$ cat src/rtl/ci_pkg.sv
// Shared types and width helpers for the CI window-mean stage.
package ci_pkg;

  typedef enum logic [1:0] {
    IDLE = 2'd0,
    ACC  = 2'd1,
    DIV  = 2'd2
  } ci_state_e;

  // Width needed to hold the sum of `size` unsigned values of `width` bits.
  function automatic int unsigned sum_width(input int unsigned width,
                                            input int unsigned size);
    return width + $clog2(size);
  endfunction

endpackage

$ cat src/rtl/ci_serial_div.sv
// Bit-serial restoring divider by a constant: one quotient bit per cycle,
// MSB first, N cycles after i_load. o_quot/o_done describe the step being
// taken this cycle so the caller can register the final quotient on the
// same edge that completes the division.
module ci_serial_div #(
  parameter int unsigned N       = 13,
  parameter int unsigned DIVISOR = 25,
  parameter int unsigned QW      = N
) (
  input  logic          i_clk,
  input  logic          i_rst_n,
  input  logic          i_load,
  input  logic [N-1:0]  i_dividend,
  output logic [QW-1:0] o_quot,
  output logic          o_done
);

  localparam int unsigned RW = $clog2(DIVISOR) + 1;
  localparam int unsigned CW = $clog2(N + 1);
  localparam logic [RW:0] DIV_C = (RW + 1)'(DIVISOR);

  logic [RW-1:0] rem_q, rem_d;
  logic [N-1:0]  quo_q, quo_d;
  logic [CW-1:0] cnt_q;
  logic          active_q;
  logic [RW:0]   trial;
  logic          fits;

  // One restoring step: shift the next dividend bit into the remainder,
  // subtract the divisor when it fits, and shift the quotient bit in.
  always_comb begin
    trial  = {rem_q, quo_q[N-1]};
    fits   = (trial >= DIV_C);
    rem_d  = fits ? RW'(trial - DIV_C) : RW'(trial);
    quo_d  = {quo_q[N-2:0], fits};
    o_quot = quo_d[QW-1:0];
    o_done = active_q && (cnt_q == CW'(N - 1));
  end

  // Dividend and quotient share one shift register; the counter bounds the run.
  always_ff @(posedge i_clk or negedge i_rst_n) begin
    if (!i_rst_n) begin
      rem_q    <= '0;
      quo_q    <= '0;
      cnt_q    <= '0;
      active_q <= 1'b0;
    end else if (i_load) begin
      rem_q    <= '0;
      quo_q    <= i_dividend;
      cnt_q    <= '0;
      active_q <= 1'b1;
    end else if (active_q) begin
      rem_q <= rem_d;
      quo_q <= quo_d;
      cnt_q <= cnt_q + CW'(1);
      if (o_done) begin
        active_q <= 1'b0;
      end
    end
  end

endmodule

$ cat src/rtl/ci_window_mean.sv
// Serial window sum, divide-by-SIZE mean and centre-vs-mean compare.
// Results are registered and announced with a one-cycle o_valid pulse.
module ci_window_mean
  import ci_pkg::*;
#(
  parameter  int unsigned WIDTH  = 8,
  parameter  int unsigned SIZE   = 25,
  parameter  int unsigned CENTER = 12,
  localparam int unsigned SUM_W  = sum_width(WIDTH, SIZE)
) (
  input  logic             i_clk,
  input  logic             i_rst_n,
  input  logic             i_start,
  input  logic [WIDTH-1:0] i_win [SIZE],
  output logic             o_busy,
  output logic             o_valid,
  output logic [SUM_W-1:0] o_sum,
  output logic [WIDTH-1:0] o_mean,
  output logic             o_ci
);

  localparam int unsigned IW = $clog2(SIZE);

  ci_state_e        state_q;
  logic [IW-1:0]    idx_q;
  logic [SUM_W-1:0] acc_q, acc_d;
  logic [WIDTH-1:0] center_q;
  logic             busy_q, valid_q, ci_q;
  logic [SUM_W-1:0] sum_q;
  logic [WIDTH-1:0] mean_q;
  logic             last_add;
  logic             div_load;
  logic [WIDTH-1:0] div_quot;
  logic             div_done;

  // Next accumulator value and the hand-off into the divider on the last add.
  always_comb begin
    acc_d    = acc_q + SUM_W'(i_win[idx_q]);
    last_add = (idx_q == IW'(SIZE - 1));
    div_load = (state_q == ACC) && last_add;
  end

  ci_serial_div #(
    .N       (SUM_W),
    .DIVISOR (SIZE),
    .QW      (WIDTH)
  ) u_div (
    .i_clk      (i_clk),
    .i_rst_n    (i_rst_n),
    .i_load     (div_load),
    .i_dividend (acc_d),
    .o_quot     (div_quot),
    .o_done     (div_done)
  );

  // Control FSM with accumulator and registered result outputs.
  always_ff @(posedge i_clk or negedge i_rst_n) begin
    if (!i_rst_n) begin
      state_q  <= IDLE;
      idx_q    <= '0;
      acc_q    <= '0;
      center_q <= '0;
      busy_q   <= 1'b0;
      valid_q  <= 1'b0;
      sum_q    <= '0;
      mean_q   <= '0;
      ci_q     <= 1'b0;
    end else begin
      valid_q <= 1'b0;
      case (state_q)
        IDLE: begin
          if (i_start) begin
            center_q <= i_win[CENTER];
            acc_q    <= '0;
            idx_q    <= '0;
            busy_q   <= 1'b1;
            state_q  <= ACC;
          end
        end
        ACC: begin
          acc_q <= acc_d;
          if (last_add) begin
            idx_q   <= '0;
            state_q <= DIV;
          end else begin
            idx_q <= idx_q + IW'(1);
          end
        end
        DIV: begin
          if (div_done) begin
            sum_q   <= acc_q;
            mean_q  <= div_quot;
            ci_q    <= (center_q >= div_quot);
            valid_q <= 1'b1;
            busy_q  <= 1'b0;
            state_q <= IDLE;
          end
        end
        default: state_q <= IDLE;
      endcase
    end
  end

  assign o_busy  = busy_q;
  assign o_valid = valid_q;
  assign o_sum   = sum_q;
  assign o_mean  = mean_q;
  assign o_ci    = ci_q;

endmodule

$ cat config.mk
export PLATFORM = sky130hd
export DESIGN_NAME = ci_window_mean
export DESIGN_NICKNAME = d
export VERILOG_FILES = /design/src/rtl/ci_pkg.sv /design/src/rtl/ci_serial_div.sv /design/src/rtl/ci_window_mean.sv
export SDC_FILE = /design/constraint.sdc
export NUM_CORES = 1
export LEC_CHECK = 0
export CORE_MARGIN = 2
export CORE_UTILIZATION = 48
export DETAILED_ROUTE_END_ITERATION = 10
export GPL_TIMING_DRIVEN = 0
export PLACE_DENSITY = 0.89
export SYNTH_ARGS = -nofsm -noshare
export SYNTH_HDL_FRONTEND = slang
export SYNTH_SLANG_ARGS = --single-unit
$ cat constraint.sdc
create_clock -name i_clk -period 7.6 [get_ports i_clk]
set_clock_uncertainty 0.05 [all_clocks]
set_input_delay 0.76 -clock i_clk [delete_from_list [all_inputs] [get_ports i_clk]]
set_output_delay 0.76 -clock i_clk [all_outputs]
set_load 0.005 [all_outputs]
Word level (Yosys, flattened, before mapping)
Index checks and enable logic that the tools add are counted.
{"block": "op_classes", "add_sub_neg": 4, "magnitude_cmp": 3, "eq_ne": 7, "n_mux": 27, "bitwise": 1, "reduce_logical": 11}
{"cell": "$bmux W8 S5", "count": 1}
{"cell": "$mux W13", "count": 3}
{"cell": "$pmux W13 S2", "count": 1}
{"cell": "$mux W6", "count": 3}
{"cell": "$mux W8", "count": 2}
{"cell": "$add A13 B8 Y13", "count": 1}
{"cell": "$mux W5", "count": 2}
{"cell": "$pmux W5 S2", "count": 1}
{"cell": "$ge A8 B8 Y1", "count": 1}
{"cell": "$mux W4", "count": 2}
{"cell": "$ge A7 B5 Y1 const B", "count": 1}
{"cell": "$mux W1", "count": 7}
{"cell": "$ge A6 B6 Y1 const B", "count": 1}
{"cell": "$mux W2", "count": 3}
{"cell": "$ne A2 B2 Y1 const B", "count": 3}
{"cell": "$not A5 Y6", "count": 1}
{"cell": "$pmux W2 S3", "count": 1}
{"cell": "$reduce_and A2 Y1", "count": 3}
{"cell": "$reduce_and A3 Y1", "count": 2}
{"cell": "$reduce_bool A2 Y1", "count": 3}
{"cell": "$sub A6 B5 Y6 const B", "count": 1}
{"cell": "$add A5 B1 Y5 const B", "count": 1}
{"cell": "$eq A5 B5 Y1 const B", "count": 1}
{"cell": "$add A4 B1 Y4 const B", "count": 1}
{"cell": "other kinds (6)", "count": 7}
{"block": "totals", "reg_bits": 76, "output_inout_bits": 24, "wordCells": 66}

Depth between registers and ports, before layout
{"block": "depth", "word_depth": 6, "mapped_depth": 15, "mapped_depth_nobuf": 13}

By module
Synthesis repeated with hierarchy kept, for this count alone.
{"block": "hier_totals", "cells_unflattened": 524, "hier_area_um2": 5520.3}
{"module": "ci_window_mean", "instances": 1, "cells_per_inst": 390, "area_each_um2": 4197.8, "seq_area_each_um2": 1301.2}
{"module": "ci_serial_div", "instances": 1, "cells_per_inst": 134, "area_each_um2": 1322.5, "seq_area_each_um2": 600.6}

Worst setup path before layout
OpenSTA, ideal clock, no wires.
{"block": "synth_path", "path_type": "reg-to-reg", "startpoint": "reg idx_q[0]", "endpoint": "reg u_div.quo_q[12]", "setup_ns": 0.082, "arrival_time_ns": 3.243, "path_slack_ns": 4.225, "stages_incl_launch_ff": 16, "synth_period_minus_slack_ns": 3.375, "path_cell_list": "dfrtp_1 > buf_6 > buf_12 > nor4b_4 > nand2_1 > nand2_1 > a211oi_1 > a211oi_1 > ha_1 > inv_1 > fa_1 > nand2b_1 > a21oi_4 > a41oi_4 > or4_1 > a31oi_1"}
{"block": "synth_via", "elab_chain_cells": 6}
{"item": "from (decl)", "line": "ci_window_mean.sv:25", "source": "logic [IW-1:0] idx_q;"}
{"item": "from (signal assigned)", "line": "ci_window_mean.sv:86", "source": "idx_q <= idx_q + IW'(1);"}
{"item": "$not A5 Y6 (implied by the code)", "line": "ci_window_mean.sv:38", "source": "acc_d = acc_q + SUM_W'(i_win[idx_q]);"}
{"item": "$bmux W8 S5", "line": "ci_window_mean.sv:38"}
{"item": "$mux W8 (implied by the code) (2 in series)", "line": "ci_window_mean.sv:38"}
{"item": "$add A13 B8 Y13", "line": "ci_window_mean.sv:38"}
{"item": "$mux W13", "line": "ci_serial_div.sv:47", "source": "end else if (i_load) begin"}
{"item": "to (signal assigned)", "line": "ci_serial_div.sv:49", "source": "quo_q <= i_dividend;"}
{"item": "to (signal assigned)", "line": "ci_serial_div.sv:54", "source": "quo_q <= quo_d;"}
{"item": "to (decl)", "line": "ci_serial_div.sv:23", "source": "logic [N-1:0] quo_q, quo_d;"}
Parallel ways exist; a longest one is shown, timed or not. The select of a mux whose other input is x is not followed.
A chain may end at the register's enable or synchronous reset.

Final worst setup path
{"block": "layout_path", "startpoint": "reg idx_q[1]", "endpoint": "reg u_div.quo_q[12]"}
Same word-level chain as after synthesis.

==> out/qor.yml <==
r2r_end: "u_div.quo_q[12]"
fin_tns_setup_ns: 0
viasPerCell: 6.07
placementRows: 39
grt_max_degree: 77
insertion_delay_ns: 0.34
ys_warn_count: 0
core_area_um2: 11500
place_hpwl_mm: 16.0
synth_top_area_share_pct: 33.7
worstMarginPinSlew_ns: 0.938
synth.area.top_cells: "dfrtp_1, mux4_2, mux4_1"
clock.fmax_mhz: 239
ant_nets: 0
drtIter0Drc: 565
hold_depth: 1
post-route-util_pct: 73.4
grt_pass1_wl_mm: 30.9
clock-sinks: 76
cts_tree: "built"
first_pass_iters: 5
synth.net_count: 746
crit_fanout: 10
regArea_um2: 1900
slew_headroom_pct: 37.4
setup_ws_ns: 3.41
overflow: 0
gp_congestion: 1.00
syn_area_per_cell_um2: 10.8
status: "finished clean"
synth-edff-count: 0
die_w_um: 112
vias: 5489
finalSetupViolCount: 0
io_pins: 227
drv_cap: 0
clk_pin_slew_ns: 0.06
wl_per_cell_um: 21.9
drc: 0
dp_cells: 889
path_class: "flop to flop"
synth_area_leader_cell: "dfrtp_1"
ff2ff_path_depth: 14
hold_viol: 0
dp_worst_setup_slack_ns: 3.34
cp_data_required_time_ns: 7.81
ys_seq_elements: 76
multiInputGateArea_um2: 3440
synth_ff_type: "dfrtp_1"
cts_made_buffers: 9
period_share_pct: 55.2
cts_hold_buf: 0
antenna_found_initial: 0
cts.path.max_buffers: 2
final-instance-count-excl-fill: 904
h-tree-depth: 3
ys_seq_area_share_pct: 33.7
wl_mm: 19.8
place.port_buffers: 226
start_util_pct: 49.2
rr_startpoint: "idx_q[1]"
cp-start-kind: "flop"
period_needed_ns: 4.19
die_y_um: 112
nFillCells: 778
hp-start: "o_mean[5]"
synth_cells: 520
cts_resized: 0
synthesis.area_um2: 5640
netlist-cell-type-count: 58
area_delta_synth_final_pct: 49.2
synthArstFlopShare_pct: 100
reg2reg_slack_ns: 3.41
grt_pass1_vias: 5695
grt.total_usage_pct: 31.8
diodes: 0
power_density_nw_per_um2: 356
rsz0062_at_grt: "false"
drive_above_1_share_pct: 12.6
post_cts_buffers: 0
whs_endpoint: "o_mean[5]"
cts_root_buffer: "clkbuf_16"
crit_path_end_kind: "flop"
peakVddDrop_mv: 0.262
p_leak_nw: 3.47
total_power_mw: 2.99
crit_arrival_ns: 4.40
fin_nets: 983
drv_slew: 0
dieArea_um2: 12600
hold_path.class: "flop to flop"
[layout by cell type, fill, tap and decap left out, drive strengths merged, types with 5 or more instances in the layout]
cell type and count:
clkdlybuf4s50 225, dfrtp 76, nand2 66, mux4 48, nor2 29, a211oi 28
o21ai 28, buf 24, inv 23, a21oi 23, clkbuf 23, ha 22
mux2 21, mux2i 11, xor2 11, a31oi 10, nand3 9, nor2b 8
o22ai 8, and3 7, nand4 6, and2 5
[kinds of logic (layout without fill, tap and decap cells)]
group / after synthesis / count (layout) / share of synthesized area (%)
compound gates: 121 / 121 / 14.7
flops: 76 / 76 / 33.7
fa+ha+maj: 23 / 23 / 5.24
xor+xnor: 14 / 14 / 2.17
buf+inv: 59 / 300 / 5.32
mux: 80 / 80 / 26.6
simple gates: 147 / 147 / 12.3
[per-layer routing]
layer	wire length (um)	track usage (%)	vias to the layer above
li1	-	-	2457
met1	7300	38.2	2674
met2	10600	58.5	308
met3	1270	5.13	50
met4	626	10.0	0
met5	0	0	-
[power by group]
part | switching (mW) | total (mW) | internal (mW)
logic | 0.962 | 1.82 | 0.854
registers | 0.126 | 0.684 | 0.559
clock network | 0.166 | 0.492 | 0.327
total | 1.25 | 2.99 | 1.74
[cells in the mapped netlist (all sizes together), types with 4 or more instances]
cell / number
inv: 23
dfrtp: 76
nor2: 29
mux2i: 11
xor2: 11
o22ai: 8
ha: 22
buf: 23
or3: 4
and3: 7
mux4: 48
a21o: 4
mux2: 21
nand2: 66
o21ai: 28
nand4: 6
nor3: 4
a211oi: 28
nor2b: 8
clkbuf: 13
a21oi: 23
a31oi: 10
and2: 5
nand2b: 4
nand3: 9
[final cells by class]
| cell class | count | area share [%] |
|---|---|---|
| inverter | 23 | 1.03 |
| buffer | 36 | 2.54 |
| tap | 143 | 2.13 |
| multi-input combinational | 385 | 40.8 |
| sequential | 76 | 22.6 |
| clock inverter | 5 | 1.19 |
| clock buffer | 10 | 2.84 |
| timing repair buffer | 226 | 26.8 |
[worst max-delay path, stage by stage, from the launching register on]
cell,delay (ns)
dfrtp_1,0.35
buf_2,0.21
buf_2,0.30
buf_2,0.34
mux4_2,0.27
o22ai_1,0.09
a211oi_1,0.41
ha_1,0.28
inv_1,0.07
fa_1,0.40
nand2b_1,0.20
a21oi_4,0.24
a41oi_4,0.20
or4_1,0.50
a31oi_1,0.19
[registers in the layout, summed over array words and instances, names as in the netlist]
name / cells
u_div.active_q: 1
o_ci: 1
acc_q: 13
state_q: 2
u_div.quo_q: 13
o_sum: 13
u_div.cnt_q: 4
u_div.rem_q: 6
idx_q: 5
o_mean: 8
o_valid: 1
o_busy: 1
center_q: 8
[worst max path at each step]
stage               startpoint         endpoint  slack [ns]  cells past startpoint
detailed placement   i_win[56]  u_div.quo_q[12]        3.34                     12
global placement       i_rst_n         o_sum[6]        3.24                      1
CTS                   idx_q[1]  u_div.quo_q[12]        3.46                     14
finish                idx_q[1]  u_div.quo_q[12]        3.41                     14
global route          idx_q[1]  u_div.quo_q[12]        3.27                     14
floorplan             idx_q[0]  u_div.quo_q[12]        4.22                     15
[through the flow]
step | hold WS, ns | instance area, um^2
after floorplan | 0.402 | 5640
after global placement | 0.435 | 8080
after detailed placement | 0.445 | 8080
after CTS | 0.454 | 8420
after global routing | 0.473 | 8420
final | 0.456 | 8420
(Power assumes the default switching activity.)
==> RTL edit 1, RTL diff (same settings) <==
Make the reset (`i_rst_n`) synchronous in 2 clocked blocks.
--- a/src/rtl/ci_serial_div.sv
+++ b/src/rtl/ci_serial_div.sv
@@ -38,7 +38,7 @@
   end
 
   // Dividend and quotient share one shift register; the counter bounds the run.
-  always_ff @(posedge i_clk or negedge i_rst_n) begin
+  always_ff @(posedge i_clk) begin
     if (!i_rst_n) begin
       rem_q    <= '0;
       quo_q    <= '0;
--- a/src/rtl/ci_window_mean.sv
+++ b/src/rtl/ci_window_mean.sv
@@ -54,7 +54,7 @@
   );
 
   // Control FSM with accumulator and registered result outputs.
-  always_ff @(posedge i_clk or negedge i_rst_n) begin
+  always_ff @(posedge i_clk) begin
     if (!i_rst_n) begin
       state_q  <= IDLE;
       idx_q    <= '0;
Function: differs if i_rst_n is asserted again (counterexample within 4 cycles, from zero or initial values and one cycle with i_rst_n low); with i_rst_n held inactive, the same outputs for 10 cycles.
==> RTL edit 1 against the unedited design <==
Sequential cell count stayed put. Die area down 2.8%. Design area fell by 2.4%. Maximum frequency hardly changed. First-iteration DRC count increased by 17%. Routed wire length grew 11%. Global-route usage rose by 4.3 points. Critical path depth shrank 1. Worst setup slack lost 0.0011 ns. Area after synthesis shrank 2.9%.
Power is not compared: it rests on default switching activity, and its combinational part moved more than twofold at a synthesized area within 25%.
==> RTL edit 1: results (changes against the unedited design) <==
stage;metric;value;unit;change
outcome;status;finished, final reports clean;;
route;dr.first_iter.drc_count;663;;+17%
grt;use_met3;0.0749;;+0.0236
cells_and_area;post-route-util;0.729;;-0.00527
route;post_drt_wl_per_cell;23.0;um;+4.9%
synthesis;netlist_top_cells_area;dfxtp_1, mux4_2, mux4_1;;
placed_design;pre_cts_slack;3.17;ns;-0.171 ns
grt;grt_util_met1;0.447;;+0.0650
route;wl_met1;8500;um;+16%
grt;grt_pass1_vias;5972;;+4.9%
grt;grt_pass1_wl;34000;um;+10%
cells_and_area;buf_share;0.304;;+0.0106
route;drtPass1Iterations;9;;+4
cells_and_area;multi_input_area;3630;sq um;+5.7%
route;dr_wl_met2;11000;um;+3.8%
cells_and_area;nNonClkBuffers;270;;+3.1%
critical_path;worstRegToRegCells;13;;-1
synthesis;syn_nets;798;;+7.0%
cells_and_area;inv_count;20;;-13%
critical_path;slowest_stage;a211oi_1;;
timing;fin_hold_ws;0.406;ns;-0.0499 ns
critical_path;slowest_delay;0.46;ns;-0.04 ns
cells_and_area;multi_input_gates;431;;+12%
cells_and_area;nClkBuffers;11;;+1
placed_design;placed_cells;940;;+5.7%
cells_and_area;clockNetworkAreaShare;0.0369;;-0.00342
grt;grt_max_degree;14;;-82%
cells_and_area;drive_gt1_frac;0.114;;-0.0118
route;routed_via_density;6.12;;+0.83%
synthesis;yosysUniqueCellTypes;60;;+3.4%
critical_path;startpoint;idx_q[1];;
floorplanning;die_w;111;um;-1.4%
synthesis;synthFlopType;dfxtp_1;;
cells_and_area;final_cells;957;;+5.9%
placed_design;port_buffers;225;;-0.44%
route;met3_length;1740;um;+37%
grt;antenna_found_initial;1;;+1
cells_and_area;ff_latch_area;1520;sq um;-20%
placed_design;place.gp.congestion;1.04;;+3.8%
cells_and_area;nets;1034;;+5.2%
synthesis;netlist_instances;572;;+10%
critical_path;ff2ff_setup_slack;3.41;ns;about the same
synthesis;ys_top_cells_by_count;nand2_1, dfxtp_1, a21oi_1;;
grt;met2_usage;0.632;;+0.0472
critical_path;r2r_end;acc_q[10];;
synthesis;synth_seq_area_share;0.278;;-0.0595
[RTL edit 1: how the worst min path moves through the flow]
stage | endpoint | startpoint | cells past startpoint
6_report | o_sum[11] | o_sum[11] | 2
5_1_grt | o_mean[1] | o_mean[1] | 2
4_1_cts | o_mean[1] | o_mean[1] | 2
3_5_place_dp | o_mean[1] | o_mean[1] | 2
3_3_place_gp | o_mean[3] | o_mean[3] | 2
2_1_floorplan | center_q[0] | center_q[0] | 2
[RTL edit 1: cell families (layout without fill, tap and decap cells)]
kind of cell             Yosys count  after routing  synth area share
AO/OA/AOI/OAI                    127            127             0.155
XOR/XNOR                          19             19            0.0304
adder cells (fa/ha/maj)           23             23            0.0539
buffers and inverters             65            306            0.0591
flip-flops                        76             76             0.278
multiplexers                      83             83             0.271
other                              0              1                 0
AND/OR/NAND/NOR                  179            179             0.153
[RTL edit 1: worst min-delay path: cells and delay by family (launching register included)]
family | cells | cell delay [ns]
DFF | 1 | 0.31
and+or+nand+nor | 1 | 0.05
AOI/OAI and AO/OA | 1 | 0.05
==> RTL edit 2, RTL diff (config.mk and constraints unchanged) <==
Without the edit above. Change the parameter `WIDTH` from 8 to 16.
--- a/src/rtl/ci_window_mean.sv
+++ b/src/rtl/ci_window_mean.sv
@@ -3,7 +3,7 @@
 module ci_window_mean
   import ci_pkg::*;
 #(
-  parameter  int unsigned WIDTH  = 8,
+  parameter  int unsigned WIDTH  = 16,
   parameter  int unsigned SIZE   = 25,
   parameter  int unsigned CENTER = 12,
   localparam int unsigned SUM_W  = sum_width(WIDTH, SIZE)
Interface: changed (resized i_win, o_mean and o_sum); port bits go from 227 to 443. The function was not compared with the original's and may differ.
==> RTL edit 2 against the unedited design <==
Global-route usage rose by 12 points. Critical path type unchanged. Sequential cell count up 41. Worst setup slack got worse by 0.83 ns. Highest routed layer is now met5. Design area increased by 76%. Routed wire length up 130%. Non-clock buffer count grew 252. Total power increased by 48%. Area after synthesis up 68%. Critical endpoint is now acc_q[20].
==> RTL edit 2: results (changes against the unedited design) <==
stage;metric;value;unit;change
outcome;status;finished, final reports clean;;
placed_design;pre_cts_slack;2.76;ns;-0.578 ns
placed_design;dpl.hpwl;38100;um;+140%
cells_and_area;ff_latch_area;2930;sq um;+54%
clock_tree;numCtsBuffers;17;;+8
power_and_ir_drop;ir_drop;0.000196;V;-25%
critical_path;slowest_stage;clkbuf_1;;
synthesis;ys_top_cells_by_count;nand2_1, dfrtp_1, mux4_2;;
synthesis;yosysUniqueCellTypes;57;;-1.7%
cells_and_area;drive_gt1_frac;0.137;;+0.0105
cells_and_area;n_fill_cell;1354;;+74%
cells_and_area;nets;1812;;+84%
grt;grt_usage;0.434;;+0.116
cells_and_area;n_antenna_cell;7;;+7
clock_tree;worstSkewPairLatency;0.43;ns;+0.09 ns
cells_and_area;multi_input_gates;688;;+79%
clock_tree;cts.repair.resized;0;;unchanged
hold_path;min_path_type;input pin to asynchronous set/reset pin;;
cells_and_area;multi_input_area_share;0.411;;+0.00225
placed_design;place.gp.congestion;0.961;;-4.4%
clock_tree;clock-sinks;117;;+54%
clock_tree;clockBufferDepth;2;;unchanged
critical_path;slowest_delay;0.63;ns;+0.13 ns
route;dr.first_iter.drc_count;1229;;+120%
route;num_vias;10200;;+87%
synthesis;netlist_instances;908;;+75%
synthesis;synth_seq_area_share;0.309;;-0.0282
placed_design;port_buffers;442;;+96%
grt;grt_max_degree;88;;+14%
cells_and_area;nNonClkBuffers;514;;+96%
power_and_ir_drop;leakage;0.00602;uW;+73%
route;drtPass1Iterations;5;;unchanged
synthesis;netlist_top_cells_area;dfrtp_1, mux4_2, nand2_1;;
placed_design;placed_cells;1616;;+82%
cells_and_area;clockNetworkAreaShare;0.0376;;-0.00267
critical_path;cp.arrival;5.28;ns;+0.88 ns
grt;antenna_found_initial;13;;+13
route;post_drt_wl_per_cell;27.5;um;+26%
## RTL edit 2: cell types whose count changed after synthesis, sizes merged, moves of 14 or more
cell	delta
nand2	+119
nand3	+16
mux4	+64
ha	+16
mux2i	+18
dfrtp	+41
o21ai	+43
clkbuf	+26
a21oi	+14
a211oi	-20
## RTL edit 2: metal layers
metal / vias to the layer above / global-route usage / wire length [um]
li1: 4336 / - / -
met1: 5024 / 0.574 / 17300
met2: 747 / 0.646 / 20200
met3: 127 / 0.171 / 6000
met4: 14 / 0.167 / 1820
met5: - / 0 / 90
## RTL edit 2: worst paths after layout
kind,end,slack [ns],cells past startpoint
worst max register to register,acc_q[20],2.58,14
max in group asynchronous,idx_q[0],6.61,2
worst min-delay path,u_div.quo_q[19],0.16,1
min in group i_clk,o_mean[3],0.43,2
worst min register to register,o_mean[3],0.43,2
worst max-delay path,acc_q[20],2.58,14
## RTL edit 2: kinds of logic after synthesis
group	after synthesis	share of synthesized area
adder cells (fa/ha/maj)	39	0.0523
AND/OR/NAND/NOR	294	0.136
multiplexers	162	0.322
flip-flops	117	0.309
XOR/XNOR	23	0.0213
AO/OA/AOI/OAI	170	0.112
buffers and inverters	103	0.0481
## RTL edit 2: power by group
part | switching [uW] | leakage [uW] | internal [uW] | total, uW
Combinational | 1410 | 0.00439 | 1250 | 2660
Sequential | 167 | 0.00138 | 843 | 1010
Clock | 315 | 0.000254 | 448 | 763
Total | 1890 | 0.00602 | 2540 | 4430
## RTL edit 2: metrics by stage
stage / utilization / area, sq um
floorplan: - / 9480
global placement: 0.734 / 14200
detailed placement: 0.735 / 14300
CTS: 0.764 / 14800
global route: 0.764 / 14800
finish: 0.765 / 14800
